$ cat src/rtl/uart_tx_frame.sv
// UART transmitter: one 8N-odd-parity-1 frame per accepted send request,
// LSB first, fixed baud, with registered tx_out/busy and a one-frame-per-hold handshake.
module uart_tx_frame #(
  parameter int CLK_FREQ  = 100_000_000,
  parameter int BAUD_RATE = 19_200
) (
  input  logic       clk,
  input  logic       reset,
  input  logic       send,
  input  logic [7:0] din,
  output logic       tx_out,
  output logic       busy
);

  localparam int BAUD_DIV = CLK_FREQ / BAUD_RATE;
  localparam int TMR_W    = (BAUD_DIV > 1) ? $clog2(BAUD_DIV) : 1;
  localparam logic [TMR_W-1:0] TMR_LAST = TMR_W'(BAUD_DIV - 1);

  localparam logic [2:0] S_IDLE  = 3'd0;
  localparam logic [2:0] S_START = 3'd1;
  localparam logic [2:0] S_BITS  = 3'd2;
  localparam logic [2:0] S_PAR   = 3'd3;
  localparam logic [2:0] S_STOP  = 3'd4;
  localparam logic [2:0] S_ACK   = 3'd5;

  logic [2:0]       state;
  logic [TMR_W-1:0] timer;
  logic [2:0]       idx;
  logic [7:0]       data;
  logic             parity;
  logic             bit_end;
  logic             start;

  assign bit_end = (timer == TMR_LAST);
  assign start   = (state == S_IDLE) && send;

  // Byte and parity are only meaningful once a frame starts, so they carry no reset.
  always_ff @(posedge clk) begin
    if (start) begin
      data   <= din;
      parity <= ~^din;
    end
  end

  always_ff @(posedge clk or negedge reset) begin
    if (!reset) begin
      state  <= S_IDLE;
      timer  <= '0;
      idx    <= 3'd0;
      tx_out <= 1'b1;
      busy   <= 1'b0;
    end else begin
      case (state)
        S_IDLE: begin
          timer  <= '0;
          idx    <= 3'd0;
          tx_out <= 1'b1;
          busy   <= 1'b0;
          if (send) begin
            state  <= S_START;
            tx_out <= 1'b0;
            busy   <= 1'b1;
          end
        end
        S_START: begin
          timer <= bit_end ? '0 : timer + 1'b1;
          if (bit_end) begin
            state  <= S_BITS;
            tx_out <= data[0];
          end
        end
        S_BITS: begin
          timer <= bit_end ? '0 : timer + 1'b1;
          if (bit_end) begin
            if (idx == 3'd7) begin
              state  <= S_PAR;
              tx_out <= parity;
            end else begin
              idx    <= idx + 3'd1;
              tx_out <= data[idx + 3'd1];
            end
          end
        end
        S_PAR: begin
          timer <= bit_end ? '0 : timer + 1'b1;
          if (bit_end) begin
            state  <= S_STOP;
            tx_out <= 1'b1;
          end
        end
        S_STOP: begin
          timer <= bit_end ? '0 : timer + 1'b1;
          // A still-held send parks in ACK so one hold yields one frame.
          if (bit_end) begin
            busy  <= 1'b0;
            state <= send ? S_ACK : S_IDLE;
          end
        end
        S_ACK: begin
          tx_out <= 1'b1;
          busy   <= 1'b0;
          if (!send) state <= S_IDLE;
        end
        default: begin
          state  <= S_IDLE;
          timer  <= '0;
          idx    <= 3'd0;
          tx_out <= 1'b1;
          busy   <= 1'b0;
        end
      endcase
    end
  end

endmodule

$ cat config.mk
export PLATFORM = sky130hd
export DESIGN_NAME = uart_tx_frame
export DESIGN_NICKNAME = d
export VERILOG_FILES = /design/src/rtl/uart_tx_frame.sv
export SDC_FILE = /design/constraint.sdc
export NUM_CORES = 1
export LEC_CHECK = 0
export CAP_MARGIN = 20
export CORE_ASPECT_RATIO = 1.1
export CORE_MARGIN = 2
export CORE_UTILIZATION = 45
export DETAILED_ROUTE_END_ITERATION = 16
export PLACE_DENSITY = 0.74
export SLEW_MARGIN = 20
export SYNTH_ARGS = -nofsm -noshare
export SYNTH_HDL_FRONTEND = slang
export SYNTH_SLANG_ARGS = --single-unit
export TNS_END_PERCENT = 5
$ cat constraint.sdc
create_clock -name clk -period 6.5 [get_ports clk]
set_input_delay 1.3 -clock clk [delete_from_list [all_inputs] [get_ports clk]]
set_output_delay 1.3 -clock clk [all_outputs]
set_load 0.1 [all_outputs]
==> summary.md, run 1 <==
| Metric | Value |
|---|---|
| Slew headroom | 0.2485 |
| Yosys warns | 0 |
| Routed Antenna Nets | 0 |
| Post-synth top area share | 0.2913 |
| Crit path launch type | flop |
| Drt first-iter violations | 99 |
| Vias/cell | 6.064 |
| Mean Syn Cell Area | ~11 sq um |
| Die Wd | approximately 63 um |
| Setup Buffers After CTS | 0 |
| Io pins | 13 |
| Reg-to-Reg End | state[0] |
| Post-synth cell types | 53 |
| Via Count | 1,334 |
| Final setup fails | 0 |
| WHS | 513.0 ps |
| Worst slack at placement | ~3500 ps |
| Global route total overflow | 0 |
| DRC | 0 |
| DRT Pass-1 Iters | 4 |
| Worst Reg-to-Reg Cells | 4 |
| Most frequent cells after synthesis | 20 x dfrtp_1, 11 x nand2_1, 10 x a31oi_1, 10 x xnor2_1 |
| Tmin final | 3243 ps |
| Worst R2R Setup Slack | approximately 4000 ps |
| Required time worst endpoint | 5200 ps |
| Mapped Area | ~0.0017 sq mm |
| CP peak stage delay | 1130 ps |
| Largest cells by area after synthesis | dfrtp_1 29%, edfxtp_1 16%, xnor2_1 5.1%, a31oi_1 3.6%, mux2i_1 2.9% |
| Largest net degree at the start of global routing | 22 |
| Worst hold path type | flop to flop |
| Core Region | 0.003655 sq mm |
| Clock tree buffer depth | 2 |
| Post-synthesis register bit count | 30 |
| Routed wire per std cell | around 16 um |
| Vias in the first global route | 1,255 |
| Post-route setup slack | 3257 ps |
| Initial antenna violation count | 0 |
| First-pass GRT wire length | 5982 um |
| Most common cell in the netlist | dfrtp_1 |
| Gp weighted congestion | about 0.84 |
| WP buf/inv | 1 |
| Hold Violations, Final | 0 |
| Worst skew pair latency | 280 ps |
| Hold_buf cts | 0 |
| Post-synth EDFFs | 9 |
| Final period utilization | 0.4989 |
| Port bufs | 12 |
| CTS tree | done |
| Fin util | 0.5341 |
| Largest delay share family, worst path | buffers and inverters |
| CTS Sinks | 30 |
| Setup CP Type | flop to output port |
| Critical path arrival | between 1500 and 2000 ps |
| Pleak | 0.7193 nW |
| Final TNS setup | 0 ps |
| Gr usage total | 0.1796 |
| CP Capture Type | output port |
| Synthesized netlist net count | 171 |
| Power Total | 0.5852 mW |
| CTS Buf Count | 5 |
| CP max FO | 2 |
| Worst-margin pin slew | 1119 ps |
| Synth area leader | dfrtp_1 |
| DIE AREA | 0.004328 sq mm |
| Num rows | 23 |
| Antenna cells | 0 |
| PwrDens | between 200 and 300 mW/mm^2 |
| Status | complete, no violations |
| RSZ-0062 raised after global routing | false |
| Share of layout cells above drive strength 1 | 0.1118 |
| Layout area overhead | 13.62% |
| Seq/Total Area, Yosys | 0.4639 |
| Reg clk slew, reported paths | 60 ps |
| Maxcap violations | 0 |
| Initial Util | 0.4700 |
| Slew Limit Fails | 0 |
| Layout Skew | 7.550 ps |
| CP Cell Sequence | clkdlybuf4s50_1 |
| Routed Wire Length | 3425 um |
| Hold Crit Depth | 1 |
| R2r startpoint | state[0] |
| Syn Inst Count | approximately 160 |
| Async S/R FF share, synth | 0.7000 |
| Worst VDD drop | ~0.25 mV |
| CTS resizes | 0 |
| H-tree Lvls | 2 |
| Top FF cell, synth | dfrtp_1 |
| Slowest cell on the critical path | clkdlybuf4s50_1 |
| Root Driver | clkbuf_8 |
| Die span in y | 68.80 um |
| Fmax | 0.3084 GHz |
| DPL Wire Length | 2430 um |
| Nets@finish | 183 |
| Min-delay src | tx_out |
| Endpoint, Worst Hold | tx_out |
-- per-stage QoR --
| stage | std cells | area, sq um |
|---|---|---|
| after global routing | 220 | 1952 |
| after global placement | 212 | 1864 |
| final | 220 | 1952 |
| after detailed placement | 212 | 1864 |
| after CTS | 220 | 1952 |
| after floorplan | 157 | 1718 |
-- worst max-delay path by stage --
stage,startpoint,to,slack (ps),cells after the start
after floorplan,send,data[0],3770,1
after global placement,tx_out,tx_out,3570,1
after detailed placement,send,data[4],3530,2
after CTS,tx_out,tx_out,3250,1
after global routing,tx_out,tx_out,3230,1
final,tx_out,tx_out,3260,1
-- cell families after synthesis --
| logic type | after synthesis | share of synthesized area |
|---|---|---|
| AOI/OAI and AO/OA | 37 | 0.1522 |
| and+or+nand+nor | 55 | 0.2032 |
| muxes | 8 | 0.06191 |
| xor gates and xnor gates | 12 | 0.06118 |
| buffers and inverters | 12 | 0.03568 |
| DFF | 30 | 0.4640 |
| adders and majority gates | 3 | 0.02185 |
-- worst register-to-register path, stage by stage, from the launching register on --
cell and delay [ps]:
dfrtp_1 590, nor2_2 160, xnor2_1 900, nand2_1 360, mux2_1 390
-- routing by layer --
layer,up-vias,part of all wire,global-route usage
li1,625,-,-
met1,665,0.44,0.2264
met2,37,0.49,0.3112
met3,7,0.052,0.03734
met4,0,0.015,0.06389
met5,-,0,0
-- sequential cells by signal, summed over array words and instances (netlist names) --
name    flops
busy        1
idx         3
tx_out      1
parity      1
state       3
data        8
timer      13
-- power breakdown --
| group | internal [mW] | switching (mW) | leakage [nW] | total (mW) |
|---|---|---|---|---|
| sequential | 0.229 | 0.0304 | 0.370 | 0.259 |
| combinational | 0.0634 | 0.116 | 0.312 | 0.179 |
| clock | 0.0752 | 0.0710 | 0.0374 | 0.146 |
-- area by class of cell --
cell class,count,area (sq um)
Clock buffer,6,72.57
Multi-Input combinational cell,115,865.8
Tap cell,50,62.56
Timing Repair Buffer,12,120.1
Inverter,5,18.77
Sequential cell,30,797.0
Fill cell,330,1703
Clock inverter,2,15.01
-- layout by cell type (no fill, tap or decap), types with 3 or more instances in the layout --
master / count
o21ai_0: 9
mux2i_1: 5
nor2b_1: 5
nand3_1: 7
o21ai_1: 3
ha_1: 3
xnor2_1: 10
clkbuf_8: 5
clkdlybuf4s50_1: 12
nor4_1: 3
dfrtp_1: 20
edfxtp_1: 9
inv_1: 5
nor2_1: 6
nand2_1: 11
a31oi_1: 10
Note: power is estimated with default switching activity, not from simulation.
==> inputs of run 2 (changes only) <==
==> constraint.sdc (replaced) <==
create_clock -name clk -period 3.05 [get_ports clk]
set_input_delay 0.61 -clock clk [delete_from_list [all_inputs] [get_ports clk]]
set_output_delay 0.61 -clock clk [all_outputs]
set_load 0.1 [all_outputs]
==> run 2 against run 1 <==
  * Worst hold slack gained 6.0 ps
  * Power grew 130%
  * Final area grew 1.9%
  * Combinational power grew 120%
  * Clock power grew to 2.7 times the previous value
  * Sequential power grew 110%
==> summary.md, run 2 (synthesis gave the netlist of run 1 again) <==
| Metric | Value |
|---|---|
| Maxcap violations | 0 (unchanged) |
| Gr usage total | 0.1861 (was 0.1796) |
| Layout area overhead | 15.73% (was 13.62%) |
| Fmax | approximately 0.46 GHz |
| Die Wd | 62.91 um (unchanged) |
| Worst-margin pin slew | 723.5 ps (was 1119 ps) |
| Worst VDD drop | 0.5887 mV (was 0.2515 mV) |
| CTS tree | done (unchanged) |
| Required time worst endpoint | 3210 ps (was 5200 ps) |
| Combinational power share | 0.293 (was 0.307) |
| Worst Reg-to-Reg Cells | 4 (unchanged) |
| Die span in y | 68.80 um (unchanged) |
| R2r startpoint | timer[5] (was state[0]) |
| DPL Wire Length | 2434 um (was 2430 um) |
| Final setup fails | 0 (unchanged) |
| Worst skew pair latency | 280 ps (about the same) |
| Fin util | 0.5440 (was 0.5341) |
| Setup crit end | state[0] (was tx_out) |
| Commonest non-fill, non-tap cells in the layout | 20 x dfrtp_1, 11 x nand2_1, 10 x a31oi_1, 10 x clkdlybuf4s50_1 (was 20 x dfrtp_1, 12 x clkdlybuf4s50_1, 11 x nand2_1) |
| CTS Sinks | 30 (unchanged) |
| Core Region | 0.003655 sq mm (unchanged) |
| Num rows | 23 (unchanged) |
| Worst R2R Setup Slack | 870 ps (was 3980 ps) |
| CTS resizes | 0 (unchanged) |
| Via Count | 1,333 (was 1,334) |
| Initial antenna violation count | 0 (unchanged) |
| Routed wire per std cell | 15.44 um (was 15.57 um) |
| Final period utilization | 0.7151 |
| Post-route setup slack | 869.0 ps (was 3257 ps) |
| RSZ-0062 raised after global routing | false (unchanged) |
| DIE AREA | 0.004328 sq mm (unchanged) |
| Routed Wire Length | 3428 um (was 3425 um) |
| First-pass GRT wire length | 6120 um (was 5982 um) |
| DRT Pass-1 Iters | 4 (unchanged) |
| Fillers | 324 (was 330) |
| Pint | 0.8712 mW (was 0.3677 mW) |
| Hold_buf cts | 0 (unchanged) |
| Global route total overflow | 0 (unchanged) |
| CP max FO | 11 (was 2) |
| Share of layout cells above drive strength 1 | 0.1337 (was 0.1118) |
| Io pins | 13 (unchanged) |
| Net Sw Frac | 0.3473 (was 0.3716) |
| Storage cell area | 797.0 sq um (unchanged) |
| Largest Register | timer (unchanged) |
| Reg-to-Reg End | state[0] (unchanged) |
| Drt first-iter violations | 82 (was 99) |
| Crit path launch type | flop (unchanged) |
| Layout Skew | 8.807 ps (was 7.550 ps) |
| Tmin final | 2181 ps |
| Biggest regs | timer: 13 flops, data: 8 flops (unchanged) |
| Critical path launch point | timer[5] (was tx_out) |
| PwrDens | 671.4 mW/mm^2 (was 299.8 mW/mm^2) |
| Max reg flops | 13 (unchanged) |
| Commonest non-fill, non-tap cell in the layout | dfrtp_1 (unchanged) |
| Routed Antenna Nets | 0 (unchanged) |
| Seq pwr share | 0.414 (was 0.443) |
| Clock tree buffer depth | 2 (unchanged) |
| Vias in the first global route | 1,341 (was 1,255) |
| Port bufs | 12 (unchanged) |
| Setup CP Type | flop to flop (was flop to output port) |
| Reg clk slew, reported paths | 70 ps (was 60 ps) |
| Hold Violations, Final | 0 (unchanged) |
| Nets@finish | 185 (was 183) |
| CP Capture Type | flop (was output port) |
| Switching power | 0.4636 mW (was 0.2174 mW) |
| Largest net degree at the start of global routing | 22 (unchanged) |
| Critical path arrival | 2340 ps (was 1940 ps) |
| Slew Limit Fails | 0 (unchanged) |
| Final TNS setup | 0 ps (unchanged) |
| Worst slack at placement | 670.4 ps (was 3533 ps) |
| Power share of the clock group | 0.293 (was 0.250) |
| WHS | 519.0 ps (was 513.0 ps) |
| Final cell count without fillers | 222 (was 220) |
| Antenna cells | 0 (unchanged) |
| Gp weighted congestion | 0.8382 (was 0.8392) |
| Root Driver | clkbuf_8 (unchanged) |
| Initial Util | 0.4700 (unchanged) |
| CTS Buf Count | 5 (unchanged) |
| Setup Buffers After CTS | 0 (unchanged) |
| H-tree Lvls | 2 (unchanged) |
| Multi-input gate area | 873.3 sq um (was 865.8 sq um) |
| Vias/cell | 6.005 (was 6.064) |
| Status | complete, no violations (unchanged) |
| Pleak | 0.7520 nW (was 0.7193 nW) |
| DRC | 0 (unchanged) |
| Worst hold path type | flop to flop (unchanged) |
| Slew headroom | 0.5161 (was 0.2485) |
| Cells after DPL | 214 (was 212) |
-- run 2: cell count changes in the layout (fill, tap and decap cells not counted), sizes merged --
cell	change
buf	+4
bufinv	+1
clkbuf	+1
clkdlybuf4s50	-2
clkinvlp	-2
-- run 2: cell type report --
class,instances,area share
well taps,50,0.03147
repair buffers,14,0.06545
clock inverters,1,0.01510
flip-flops and latches,30,0.4009
multi-input cells,115,0.4393
clock buffers,7,0.03839
inverters,5,0.009440
-- run 2: how the worst min path moves through the flow --
stage,from,to,cells past startpoint
finish,tx_out,tx_out,1
global placement,timer[12],timer[12],2
detailed placement,tx_out,tx_out,1
floorplan,reset,busy,0
CTS,tx_out,tx_out,1
global route,tx_out,tx_out,1
-- run 2: worst max-delay path: stages (launching register included) --
cell     delay (ps)
dfrtp_1         460
or4b_4          620
or3_4           440
nand2_1         190
mux2_1          340
-- run 2: power by group through the flow --
stage	Sequential, mW	Clock, mW	Combinational, mW
3_5_place_dp	0.559	0	0.382
6_report	0.553	0.391	0.391
2_1_floorplan	0.621	0	0.220
3_3_place_gp	0.556	0	0.374
4_1_cts	0.551	0.400	0.386
5_1_grt	0.565	0.419	0.427
-- run 2: metrics by stage --
step	instance area (sq um)	power [mW]
after floorplan	1718	0.8404
final	1988	1.335
after global placement	1874	0.9305
after CTS	1981	1.336
after global routing	1988	1.411
after detailed placement	1874	0.9414
-- run 2: routing by layer --
layer | share of wire | track usage
met5 | 0 | 0
met4 | 0.020 | 0.07500
met3 | 0.057 | 0.05195
met2 | 0.47 | 0.3005
met1 | 0.45 | 0.2398
==> inputs of run 3 (changes only) <==
--- a/config.mk
+++ b/config.mk
@@ -10,7 +10,7 @@
 export CORE_MARGIN = 2
 export CORE_UTILIZATION = 45
 export DETAILED_ROUTE_END_ITERATION = 16
-export PLACE_DENSITY = 0.74
+export PLACE_DENSITY = 0.76
 export SLEW_MARGIN = 20
 export SYNTH_ARGS = -nofsm -noshare
 export SYNTH_HDL_FRONTEND = slang
==> constraint.sdc (replaced) <==
create_clock -name clk -period 1.9 [get_ports clk]
set_input_delay 0.38 -clock clk [delete_from_list [all_inputs] [get_ports clk]]
set_output_delay 0.38 -clock clk [all_outputs]
set_load 0.1 [all_outputs]
==> run 3 against run 2 <==
  * First-iteration DRC count up 110%
  * Worst hold slack worse by 82 ps
  * Sequential share of layout area down 3.0 points
  * Sequential power up 57%
  * Clock-buffer cell count up 1
  * Utilization up 4.4 points
  * Critical path depth up 1
  * Register-to-register slack worse by 850 ps
  * Non-clock buffer count up 18
  * Fmax up 16%
  * Sequential cell count unchanged
  * Critical path type unchanged
  * Critical endpoint is now idx[0]
==> summary.md, run 3 (synthesis gave the netlist of run 1 again) <==
| Metric | Value |
|---|---|
| Setup CP Type | flop to flop (unchanged) |
| Worst VDD drop | 0.5120 mV (was 0.5887 mV) |
| Fin util | 0.5878 (was 0.5440) |
| Routed Wire Length | 3749 um (was 3428 um) |
| Required time worst endpoint | 2060 ps (was 3210 ps) |
| Power Total | 2.200 mW (was 1.335 mW) |
| Final setup fails | 0 (unchanged) |
| Commonest non-fill, non-tap cells in the layout | 20 x dfrtp_1, 19 x buf_4, 11 x nand2_1 (was 20 x dfrtp_1, 11 x nand2_1, 10 x a31oi_1, 10 x clkdlybuf4s50_1) |
| Worst R2R Setup Slack | 20 ps (was 870 ps) |
| Status | complete, no violations (unchanged) |
| Worst-margin pin slew | 429.0 ps (was 723.5 ps) |
| CP Capture Type | flop (unchanged) |
| CP Cell Sequence | or4b_4, buf_6, nor4_4, mux2i_1, o21ai_1 (was or4b_4, or3_4, nand2_1, mux2_1) |
| Largest net degree at the start of global routing | 22 (unchanged) |
| Drt first-iter violations | 172 (was 82) |
| Initial antenna violation count | 0 (unchanged) |
| Critical path arrival | 2040 ps (was 2340 ps) |
| DRT Pass-1 Iters | 4 (unchanged) |
| Routed Antenna Nets | 0 (unchanged) |
| Slew Limit Fails | 0 (unchanged) |
| CTS resizes | 0 (unchanged) |
| Nets@finish | 203 (was 185) |
| Commonest non-fill, non-tap cell in the layout | dfrtp_1 (unchanged) |
| Slowest cell on the critical path | or4b_4 (unchanged) |
| Core Region | 0.003655 sq mm (unchanged) |
| Io pins | 13 (unchanged) |
| CTS Sinks | 30 (unchanged) |
| Final TNS setup | 0 ps (unchanged) |
| H-tree Lvls | 2 (unchanged) |
| Pleak | 0.8406 nW (was 0.7520 nW) |
| Global route total overflow | 0 (unchanged) |
| Crit path launch type | flop (unchanged) |
| Vias/cell | 5.792 (was 6.005) |
| Biggest regs | timer: 13 flops, data: 8 flops (unchanged) |
| Vias in the first global route | 1,380 (was 1,341) |
| Hold_buf cts | 0 (unchanged) |
| Worst Reg-to-Reg Cells | 5 (was 4) |
| Combinational power share | 0.365 (was 0.293) |
| CP peak stage delay | 570 ps (was 620 ps) |
| Antenna cells | 0 (unchanged) |
| Seq pwr share | 0.394 (was 0.414) |
| Net Sw Frac | 0.3525 (was 0.3473) |
| Maxcap violations | 0 (unchanged) |
| Fmax | 0.5311 GHz (was 0.4585 GHz) |
| WHS | 437.2 ps (was 519.0 ps) |
| Hold Violations, Final | 0 (unchanged) |
| CP max FO | 3 (was 11) |
| Routed wire per std cell | 15.62 um (was 15.44 um) |
| CTS tree | done (unchanged) |
| First-pass GRT wire length | 6299 um (was 6120 um) |
| Switching power | 0.7754 mW (was 0.4636 mW) |
| DRC | 0 (unchanged) |
| RSZ-0062 raised after global routing | true (was false) |
| Fin area | 0.002148 sq mm (was 0.001988 sq mm) |
| Port bufs | 12 (unchanged) |
| Share of layout cells above drive strength 1 | 0.2211 (was 0.1337) |
| Clock tree buffer depth | 2 (unchanged) |
| Power share of the clock group | 0.241 (was 0.293) |
| Pint | 1.424 mW (was 0.8712 mW) |
| Largest Register | timer (unchanged) |
| Via Count | 1,390 (was 1,333) |
| DIE AREA | 0.004328 sq mm (unchanged) |
| Die Wd | 62.91 um (unchanged) |
| Gp weighted congestion | 0.9086 (was 0.8382) |
| Initial Util | 0.4700 (unchanged) |
| Max reg flops | 13 (unchanged) |
| PwrDens | 1024 mW/mm^2 (was 671.4 mW/mm^2) |
| Tmin final | 1883 ps (was 2181 ps) |
| Worst hold path type | primary input to asynchronous set/reset pin (was flop to flop) |
| Die span in y | 68.80 um (unchanged) |
| Reg-to-Reg End | idx[0] (was state[0]) |
| Gr usage total | 0.1931 (was 0.1861) |
| Worst skew pair latency | 280 ps (about the same) |
| Num rows | 23 (unchanged) |
| Root Driver | clkbuf_8 (unchanged) |
| R2r startpoint | timer[11] (was timer[5]) |
| Setup Buffers After CTS | 0 (unchanged) |
| Reg clk slew, reported paths | 70 ps (about the same) |
| Layout Skew | 6.488 ps (was 8.807 ps) |
| Final period utilization | 0.9909 (was 0.7151) |
| Layout area overhead | 25.05% (was 15.73%) |
| DPL Wire Length | 2797 um (was 2434 um) |
| Slew headroom | 0.7113 (was 0.5161) |
| CTS Buf Count | 5 (unchanged) |
| Placement-stage cell area | 0.002034 sq mm (was 0.001874 sq mm) |
[run 3: changes by cell type in the layout (fill, tap and decap cells not counted), sizes merged]
cell,change
buf,+18
bufinv,-1
clkbuf,+1
[run 3: worst max-delay path, delay by kind of cell (launching register included)]
kind                   cells  cell delay, ps
and+or+nand+nor            2             910
AOI/OAI and AO/OA          1              80
buffers and inverters      1             150
DFF                        1             380
muxes                      1             240
[run 3: through the flow]
stage               cells  worst slack (ps)
floorplan             157            -66.20
global placement      232             100.1
detailed placement    232             34.19
CTS                   240             35.19
global route          240            -61.06
finish                240             17.28
[run 3: power by group through the flow]
stage / Clock, mW / Combinational [mW] / Sequential, mW
after global routing: 0.565 / 0.869 / 0.881
final: 0.530 / 0.803 / 0.866
after global placement: 0 / 0.771 / 0.867
after CTS: 0.537 / 0.790 / 0.864
after detailed placement: 0 / 0.789 / 0.873
after floorplan: 0 / 0.357 / 0.996
[run 3: area by class of cell]
| type | instances | area (sq um) |
|---|---|---|
| clock buffer | 8 | 90.09 |
| inverter | 5 | 18.77 |
| tap | 50 | 62.56 |
| sequential | 30 | 797.0 |
| timing repair buffer | 32 | 294.0 |
| multi-input combinational | 115 | 885.9 |
| fill | 306 | 1506 |
[run 3: per-layer routing]
| layer | up-vias | track usage | wire length (um) |
|---|---|---|---|
| li1 | 662 | - | - |
| met1 | 680 | 0.2245 | 1565 |
| met2 | 40 | 0.3418 | 1934 |
| met3 | 8 | 0.05844 | 187 |
| met4 | 0 | 0.07222 | 62 |
| met5 | - | 0 | 0 |
[run 3: worst max-delay path by stage]
stage	from	end	slack (ps)	cells after the start
final	timer[11]	idx[0]	20	5
after global routing	timer[11]	idx[1]	-60	5
after CTS	timer[5]	timer[2]	40	5
after detailed placement	timer[5]	timer[2]	30	5
after global placement	timer[5]	tx_out	100	4
after floorplan	timer[5]	state[0]	-70	5
